==> config.mk <==
export PLATFORM = sky130hd
export DESIGN_NAME = stopwatch_ctrl
export DESIGN_NICKNAME = d
export VERILOG_FILES = /design/src/rtl/stopwatch_ctrl.sv
export SDC_FILE = /design/constraint.sdc
export NUM_CORES = 1
export LEC_CHECK = 0
export BUFFER_PORTS_ARGS = -buffer_cell sky130_fd_sc_hd__buf_4
export CORE_MARGIN = 10
export CORE_UTILIZATION = 45
export CTS_CLUSTER_SIZE = 8
export DETAILED_ROUTE_END_ITERATION = 8
export HOLD_SLACK_MARGIN = 0.1
export MAX_ROUTING_LAYER = met4
export SKIP_LAST_GASP = 1
export SYNTH_ARGS = -nofsm -noshare
export SYNTH_HDL_FRONTEND = slang
export SYNTH_SLANG_ARGS = --single-unit
==> constraint.sdc <==
create_clock -name clk -period 1.9 [get_ports clk]
set_clock_uncertainty 0.15 [all_clocks]
set_input_delay 0.19 -clock clk [delete_from_list [all_inputs] [get_ports clk]]
set_output_delay 0.19 -clock clk [all_outputs]
set_load 0.05 [all_outputs]
==> src/rtl/stopwatch_ctrl.sv <==
// stopwatch_ctrl: sample-tick prescaler, centisecond divider and run/stop/clear/mode control
// Turns debounced button pulses into stopwatch control and clock-set increments.
module stopwatch_ctrl #(
   parameter int CLK_HZ  = 100_000_000,
   parameter int TICK_HZ = 1000,
   parameter int CS_DIV  = 10
) (
   input  logic clk,
   input  logic rst,
   input  logic i_btn_run,
   input  logic i_btn_clear,
   input  logic i_btn_mode,
   output logic o_tick_1khz,
   output logic o_tick_100hz,
   output logic o_run,
   output logic o_clear,
   output logic o_mode,
   output logic o_hour_inc,
   output logic o_min_inc
);
   localparam int PRE_N = CLK_HZ / TICK_HZ;
   localparam int PW    = (PRE_N > 1) ? $clog2(PRE_N) : 1;
   localparam int CW    = (CS_DIV > 1) ? $clog2(CS_DIV) : 1;

   typedef enum logic [1:0] {ST_STOP, ST_RUN, ST_CLEAR} state_t;

   state_t        state_q, state_d;
   logic [PW-1:0] pre_q, pre_d;
   logic [CW-1:0] cs_q, cs_d;
   logic          tick_q, tick_d;
   logic          cs_tick_q, cs_tick_d;
   logic          mode_q, mode_d;
   logic          hour_q, hour_d;
   logic          min_q, min_d;
   logic          pre_end, cs_end, run_evt, clr_evt, adv;

   always_comb begin
      pre_end   = pre_q == PW'(PRE_N - 1);
      pre_d     = pre_end ? '0 : pre_q + 1'b1;
      tick_d    = pre_end;
      // mode beats run beats clear; losers in the same cycle are dropped
      run_evt   = i_btn_run && !i_btn_mode;
      clr_evt   = i_btn_clear && !i_btn_run && !i_btn_mode;
      mode_d    = mode_q ^ i_btn_mode;
      hour_d    = mode_q && run_evt;
      min_d     = mode_q && clr_evt;
      state_d   = state_q;
      if (state_q == ST_CLEAR)
         state_d = ST_STOP;
      else if (!mode_q && run_evt)
         state_d = (state_q == ST_RUN) ? ST_STOP : ST_RUN;
      else if (!mode_q && clr_evt && state_q == ST_STOP)
         state_d = ST_CLEAR;
      // a stop landing on a wrapping sample tick loses that tick
      adv       = tick_q && state_q == ST_RUN && state_d == ST_RUN;
      cs_end    = cs_q == CW'(CS_DIV - 1);
      cs_d      = (state_q == ST_CLEAR) ? '0 : adv ? (cs_end ? '0 : cs_q + 1'b1) : cs_q;
      cs_tick_d = adv && cs_end;
   end

   always_ff @(posedge clk or negedge rst) begin
      if (!rst) begin
         state_q   <= ST_STOP;
         pre_q     <= '0;
         cs_q      <= '0;
         tick_q    <= 1'b0;
         cs_tick_q <= 1'b0;
         mode_q    <= 1'b0;
         hour_q    <= 1'b0;
         min_q     <= 1'b0;
      end else begin
         state_q   <= state_d;
         pre_q     <= pre_d;
         cs_q      <= cs_d;
         tick_q    <= tick_d;
         cs_tick_q <= cs_tick_d;
         mode_q    <= mode_d;
         hour_q    <= hour_d;
         min_q     <= min_d;
      end
   end

   assign o_tick_1khz  = tick_q;
   assign o_tick_100hz = cs_tick_q;
   assign o_run        = state_q == ST_RUN;
   assign o_clear      = state_q == ST_CLEAR;
   assign o_mode       = mode_q;
   assign o_hour_inc   = hour_q;
   assign o_min_inc    = min_q;
endmodule

==> results of run 1 <==
[metrics by stage]
stage | hold WS, ps | area (sq um) | util, % | setup WS (ps) | std cells
after global placement | -24.6 | 1450 | 52.0 | 191 | 163
final | 152 | 1540 | 55.3 | 149 | 172
after global routing | 181 | 1540 | 55.3 | 40.0 | 172
after CTS | 152 | 1520 | 54.6 | 108 | 171
after floorplan | -256 | 1330 | - | 67.3 | 123
after detailed placement | -22.7 | 1450 | 52.0 | 125 | 163
[worst max-delay path by stage]
stage                        start        end  slack [ps]  cells past startpoint
after floorplan             o_mode    cs_q[2]          70                      5
after global placement    pre_q[0]  pre_q[10]         190                      5
after detailed placement  pre_q[0]  pre_q[10]         130                      5
after CTS                 pre_q[0]  pre_q[10]         110                      5
after global routing      pre_q[0]  pre_q[16]          40                      5
final                     pre_q[0]   pre_q[3]         150                      6
[metal layers]
metal	vias to the layer above	part of all wire, %
met5	-	0
met4	0	0.73
met3	2	3.8
met2	7	51
met1	437	44
li1	460	-
[power by group]
group	internal (mW)	switching (mW)
clock	0.0742	0.157
combinational	0.110	0.175
sequential	0.637	0.0530
total	0.821	0.385
[flip-flops by register name, summed over array words and instances, names as in the netlist]
name,cells
o_tick_1khz,1
o_hour_inc,1
state_q,2
o_min_inc,1
o_tick_100hz,1
cs_q,4
pre_q,17
o_mode,1
[layout make-up]
type / count / area (sq um)
repair buffers: 18 / 160
fillers: 255 / 1240
flip-flops and latches: 28 / 701
clock buffers: 3 / 22.5
well taps: 31 / 38.8
inverters: 2 / 7.51
multi-input cells: 90 / 609
[cell families (layout without fill, tap and decap cells)]
logic type,Yosys count,count (layout),synth area share (%)
fa+ha+maj,3,3,2.82
flops,28,28,52.6
compound gates,10,10,4.61
simple gates,60,60,27.1
buf+inv,5,23,1.60
xor+xnor,16,16,10.5
mux,1,1,0.752
[synth_stat cells]
master	number	area share, %
a21oi_1	2	0.75
a21oi_2	1	0.66
and2_1	1	0.47
and3_1	1	0.47
and3b_1	1	0.66
and4_1	1	0.66
and4_2	1	0.75
buf_2	2	0.75
clkbuf_1	1	0.28
dfrtp_1	28	53
ha_1	3	2.8
inv_1	2	0.56
mux2i_1	1	0.75
nand2_1	11	3.1
nand2b_1	2	0.94
nand3_1	7	2.6
nand3_2	1	0.75
nand3_4	1	1.3
nand3b_1	4	2.3
nand4_1	3	1.4
nor2_1	9	2.5
nor2b_1	2	0.94
nor3_1	4	1.5
nor3_4	1	1.2
nor3b_1	3	1.7
nor4b_1	1	0.66
nor4bb_1	1	0.75
o21ai_0	4	1.5
o22ai_1	1	0.47
o2bb2ai_1	1	0.66
o31ai_1	1	0.56
or3_1	5	2.3
xnor2_1	11	7.2
xor2_1	5	3.3
[what timing repair did]
action / CTS / global route
setup buffers: 0 / 1
hold buffers: 5 / 0
setup endpoints to repair: 0 / 3
hold endpoints to repair: 33 / 0
==> metrics.md, run 1 <==
| Metric | Value |
|---|---|
| Net Count, Synth | 131 |
| Outcome | finished, final reports clean |
| Slew Viols, Final | 0 |
| Worst Tran Pin Value | approximately 340 ps |
| Global routing's busiest layer | met2 |
| Final ANT Viol Nets | 0 |
| RSZ-0062 raised after global routing | false |
| Worst Path Buf+Inv | 1 |
| Met1 Use GR | roughly a tenth |
| DRT Pass-1 Iters | 4 |
| Worst-skew pair later-pin latency | 310 ps |
| Gr ovfl total | 0 |
| CTS Buf Count | 3 |
| Die ar. | ~5500 sq um |
| CTS root buf | clkbuf_4 |
| Gpl congestion | around 0.83 |
| Largest net degree at the start of global routing | 29 |
| Netlist Area Pre-Place | 1330 sq um |
| Total wire length | 2.34 mm |
| Num rows | 19 |
| Initial core utilization | 47.9% |
| Final setup vio count | 0 |
| Via count | 906 |
| Yosys warns | 0 |
| Share of layout cells above drive strength 1 | 14.9% |
| Worst vdd ir | 0.790 mV |
| Crit path max fanout | 9 |
| Sink Count | 28 |
| Iter 0 DRT Violations | 34 |
| Drt drc | 0 |
| Met2 Track Usage GR | 16.6% |
| Ant diodes | 0 |
| Clock buffer depth | 2 |
| Slowest stage cell on the critical path | dfrtp_1 |
| RR Endpoint | pre_q[3] |
| Cells along the critical path | ha_1 -> and4_2 -> nand3_1 -> nor3_4 -> buf_12 -> nor2_1 |
| Most common cell after layout, fill and taps aside | dfrtp_1 |
| Final HPWL DP | 1.69 mm |
| Family with the most delay on the worst path | simple AND/OR/NAND/NOR gates |
| Post-route minimum period | 1750 ps |
| Syn_area_per_cell | 10.8 sq um |
| Setup TNS | 0 ps |
| Commonest cells after routing, fill and taps aside | dfrtp_1, buf_4, nand2_1, xnor2_1, nor2_1 |
| Tot Pwr | 1.21 mW |
| CTS resizes | 0 |
| Unique masters post-synth | 34 |
| Via density | 5.27 |
| Area growth from synthesis to layout | 15.6% |
| Core Area | about 2800 sq um |
| Worst setup EP type | register |
| Clk slew on worst S/H paths | 130 ps |
| GRT Total Usage | ~9.7% |
| H-tree Lvls | 1 |
| RR Startpoint | pre_q[0] |
| I/O Buffers | 11 |
| Slowest stage delay, CP | 410 ps |
| Worst EP arrival | between 1500 and 2000 ps |
| P_leak | 0.676 nW |
| Met3 Use GR | 3.06% |
| Internal reg-to-reg setup slack | approximately 150 ps |
| Initial antenna violation count | 0 |
| Seq/Total Area, Yosys | ~53% |
| I/O pin total | 12 |
| CTS tree | done |
| Worst EP required | 1970 ps |
| First-pass GRT wire length | 4.20 mm |
| FMAX | 0.571 GHz |
| Worst Hold Class | in2async |
| Die H | roughly 74 microns |
| WL/cell | ~14 microns |
| Layout Nets | 151 |
| Mapped Cells | ~120 |
| Pwr Density | 784 nW/um^2 |
| R2R cell count | 6 |
| MaxCap Viol Count | 0 |
| Vias in the first global route | 935 |
| Slew headroom | 77.4% |
| Crit path kind | reg2reg |
| Setup crit start kind | register |
| Die X | 74.4 microns |
| Seq cells post-synth | 28 |
| Fin. Hold Viols | 0 |
| Final Cycle Share | ~90% |
Power figures use the tool's default switching activity.
==> run 2, diff against run 1 <==
Settings changed: CORE_UTILIZATION 45 to 30.
==> run 2 against run 1 <==
Register-to-register slack barely moved. Design area rose by 3.3%. Power rose by 10%. Wire length rose by 7.3%. Sequential share of layout area fell by 1.5 points. Worst setup slack got worse by 3.9 ps. Utilization fell by 19 points. Largest cell class unchanged. Largest power group unchanged.
==> metrics.md, run 2 (same netlist as run 1, synthesis figures left out) <==
| Metric | Value |
|---|---|
| Clk slew on worst S/H paths | approximately 90 ps |
| Core Util, Final | a little under two fifths |
| Final HPWL DP | 1.83 mm |
| Tot Pwr | 1.33 mW |
| Final Non-Filler Cells | 193 |
| Slew Viols, Final | 0 |
| Area growth from synthesis to layout | 19.5% |
| Drt drc | 0 |
| Post-route minimum period | 1760 ps |
| Share of layout cells above drive strength 1 | 14.9% |
| FF+latch area | 701 sq um |
| Slowest stage cell on the critical path | dlygate4sd3_1 |
| Ant diodes | 0 |
| Sink Count | 28 |
| Multi-input gate area | 609 sq um |
| Top reg by flops | pre_q |
| Final worst hold slack | approximately 210 ps |
| Most common cell after layout, fill and taps aside | dfrtp_1 |
| Largest register FFs | 17 |
| DRT Pass-1 Iters | 6 |
| Biggest regs | pre_q x17, cs_q x4, state_q x2 |
| Worst Setup SP | i_btn_run |
| Commonest cells after routing, fill and taps aside | dfrtp_1, nand2_1, xnor2_1, buf_4, nor2_1 |
| Vias in the first global route | 950 |
| Largest net degree at the start of global routing | 29 |
| Post-route cell area | ~1600 sq um |
| Gpl congestion | 0.816 |
| Number of fill cells | 450 |
| Clock buffer depth | 2 |
| CTS resizes | 0 |
| Num rows | 24 |
| Family with the most delay on the worst path | buffers and inverters |
| Slew headroom | 76.3% |
| Die ar. | between 7000 and 8000 sq um |
| Setup ws final | 145 ps |
| Total wire length | around 2.5 mm |
| Layout Nets | 150 |
| I/O Buffers | 11 |
| WL/cell | 13.0 microns |
| Worst Path Buf+Inv | 2 |
| I/O pin total | 12 |
| Setup crit start kind | input port |
| GRT Total Usage | 7.65% |
| Outcome | finished, final reports clean |
| CTS tree | done |
| Final Cycle Share | a little over 90% |
| Worst EP required | 1950 ps |
| Worst Tran Pin Value | 355 ps |
| H-tree Lvls | 1 |
| Slowest stage delay, CP | 560 ps |
| Worst-skew pair later-pin latency | 270 ps |
| Gr ovfl total | 0 |
| RSZ-0062 raised after global routing | false |
| Initial core utilization | 30.8% |
| First-pass GRT wire length | 4.44 mm |
| Worst EP arrival | approximately 1800 ps |
| Placed instance count | about 180 |
| P_leak | 0.685 nW |
| Initial antenna violation count | 0 |
| Final ANT Viol Nets | 0 |
| Iter 0 DRT Violations | 37 |
| MaxCap Viol Count | 0 |
| Worst vdd ir | 0.373 mV |
| DP Area | 1470 sq um |
| Pwr Density | 837 nW/um^2 |
| Place WS | 112 ps |
| Die H | 86.6 microns |
| RR Startpoint | pre_q[0] |
| Fin. Hold Viols | 0 |
| Via density | between 4 and 5 |
| Crit path max fanout | 5 |
| Die X | 86.6 microns |
| Cells along the critical path | dlygate4sd3_1 -> buf_4 -> nor3b_1 -> or3_1 -> mux2i_1 -> o2bb2ai_1 |
| Worst Hold Class | in2async |
| Final setup vio count | 0 |
| Via count | slightly above 900 |
| CTS Buf Count | 3 |
| FMAX | 0.570 GHz |
| Crit path kind | in2reg |
| Setup TNS | 0 ps |
| Worst setup EP type | register |
| CTS root buf | clkbuf_8 |
| Core Area | 4320 sq um |
==> run 2: cell type report <==
class / instances / area share (%)
multi-input combinational: 90 / 38.3
inverter: 2 / 0.472
sequential: 28 / 44.1
timing repair buffer: 17 / 9.60
tap: 52 / 4.09
clock buffer: 4 / 3.46
==> run 2: routing by layer <==
metal | global-route usage (%) | vias up | routed length (microns)
met5 | - | - | 0
met3 | 2.81 | 4 | 110
li1 | - | 463 | -
met2 | 12.3 | 11 | 1320
met4 | 3.09 | 0 | 33
met1 | 8.33 | 456 | 1050
==> run 2: worst reg2reg max path, stage by stage (launching register included) <==
cell and delay (ps):
dfrtp_1 400, ha_1 220, and4_2 310, nand3_1 130, nor3_4 230, buf_12 150
nor2_1 50
==> run 2: final timing paths <==
path	depth (start not counted)	end	slack, ps
max in group asynchronous	2	o_tick_1khz	1130
min in group clk	1	pre_q[8]	350
max reg2reg	6	pre_q[10]	150
min	2	pre_q[12]	210
max	6	cs_q[2]	140
min reg2reg	1	pre_q[8]	350
==> run 2: repair_timing <==
item | CTS | global route
buffers inserted | 0 | 1
hold buffers | 5 | 0
hold endpoints to repair | 33 | 0
endpoints found under the setup margin | 0 | 9
==> run 2: power by group <==
group	internal (mW)	total (mW)	switching, mW
sequential	0.637	0.688	0.0514
clock	0.185	0.360	0.174
combinational	0.106	0.284	0.177
total	0.929	1.33	0.403
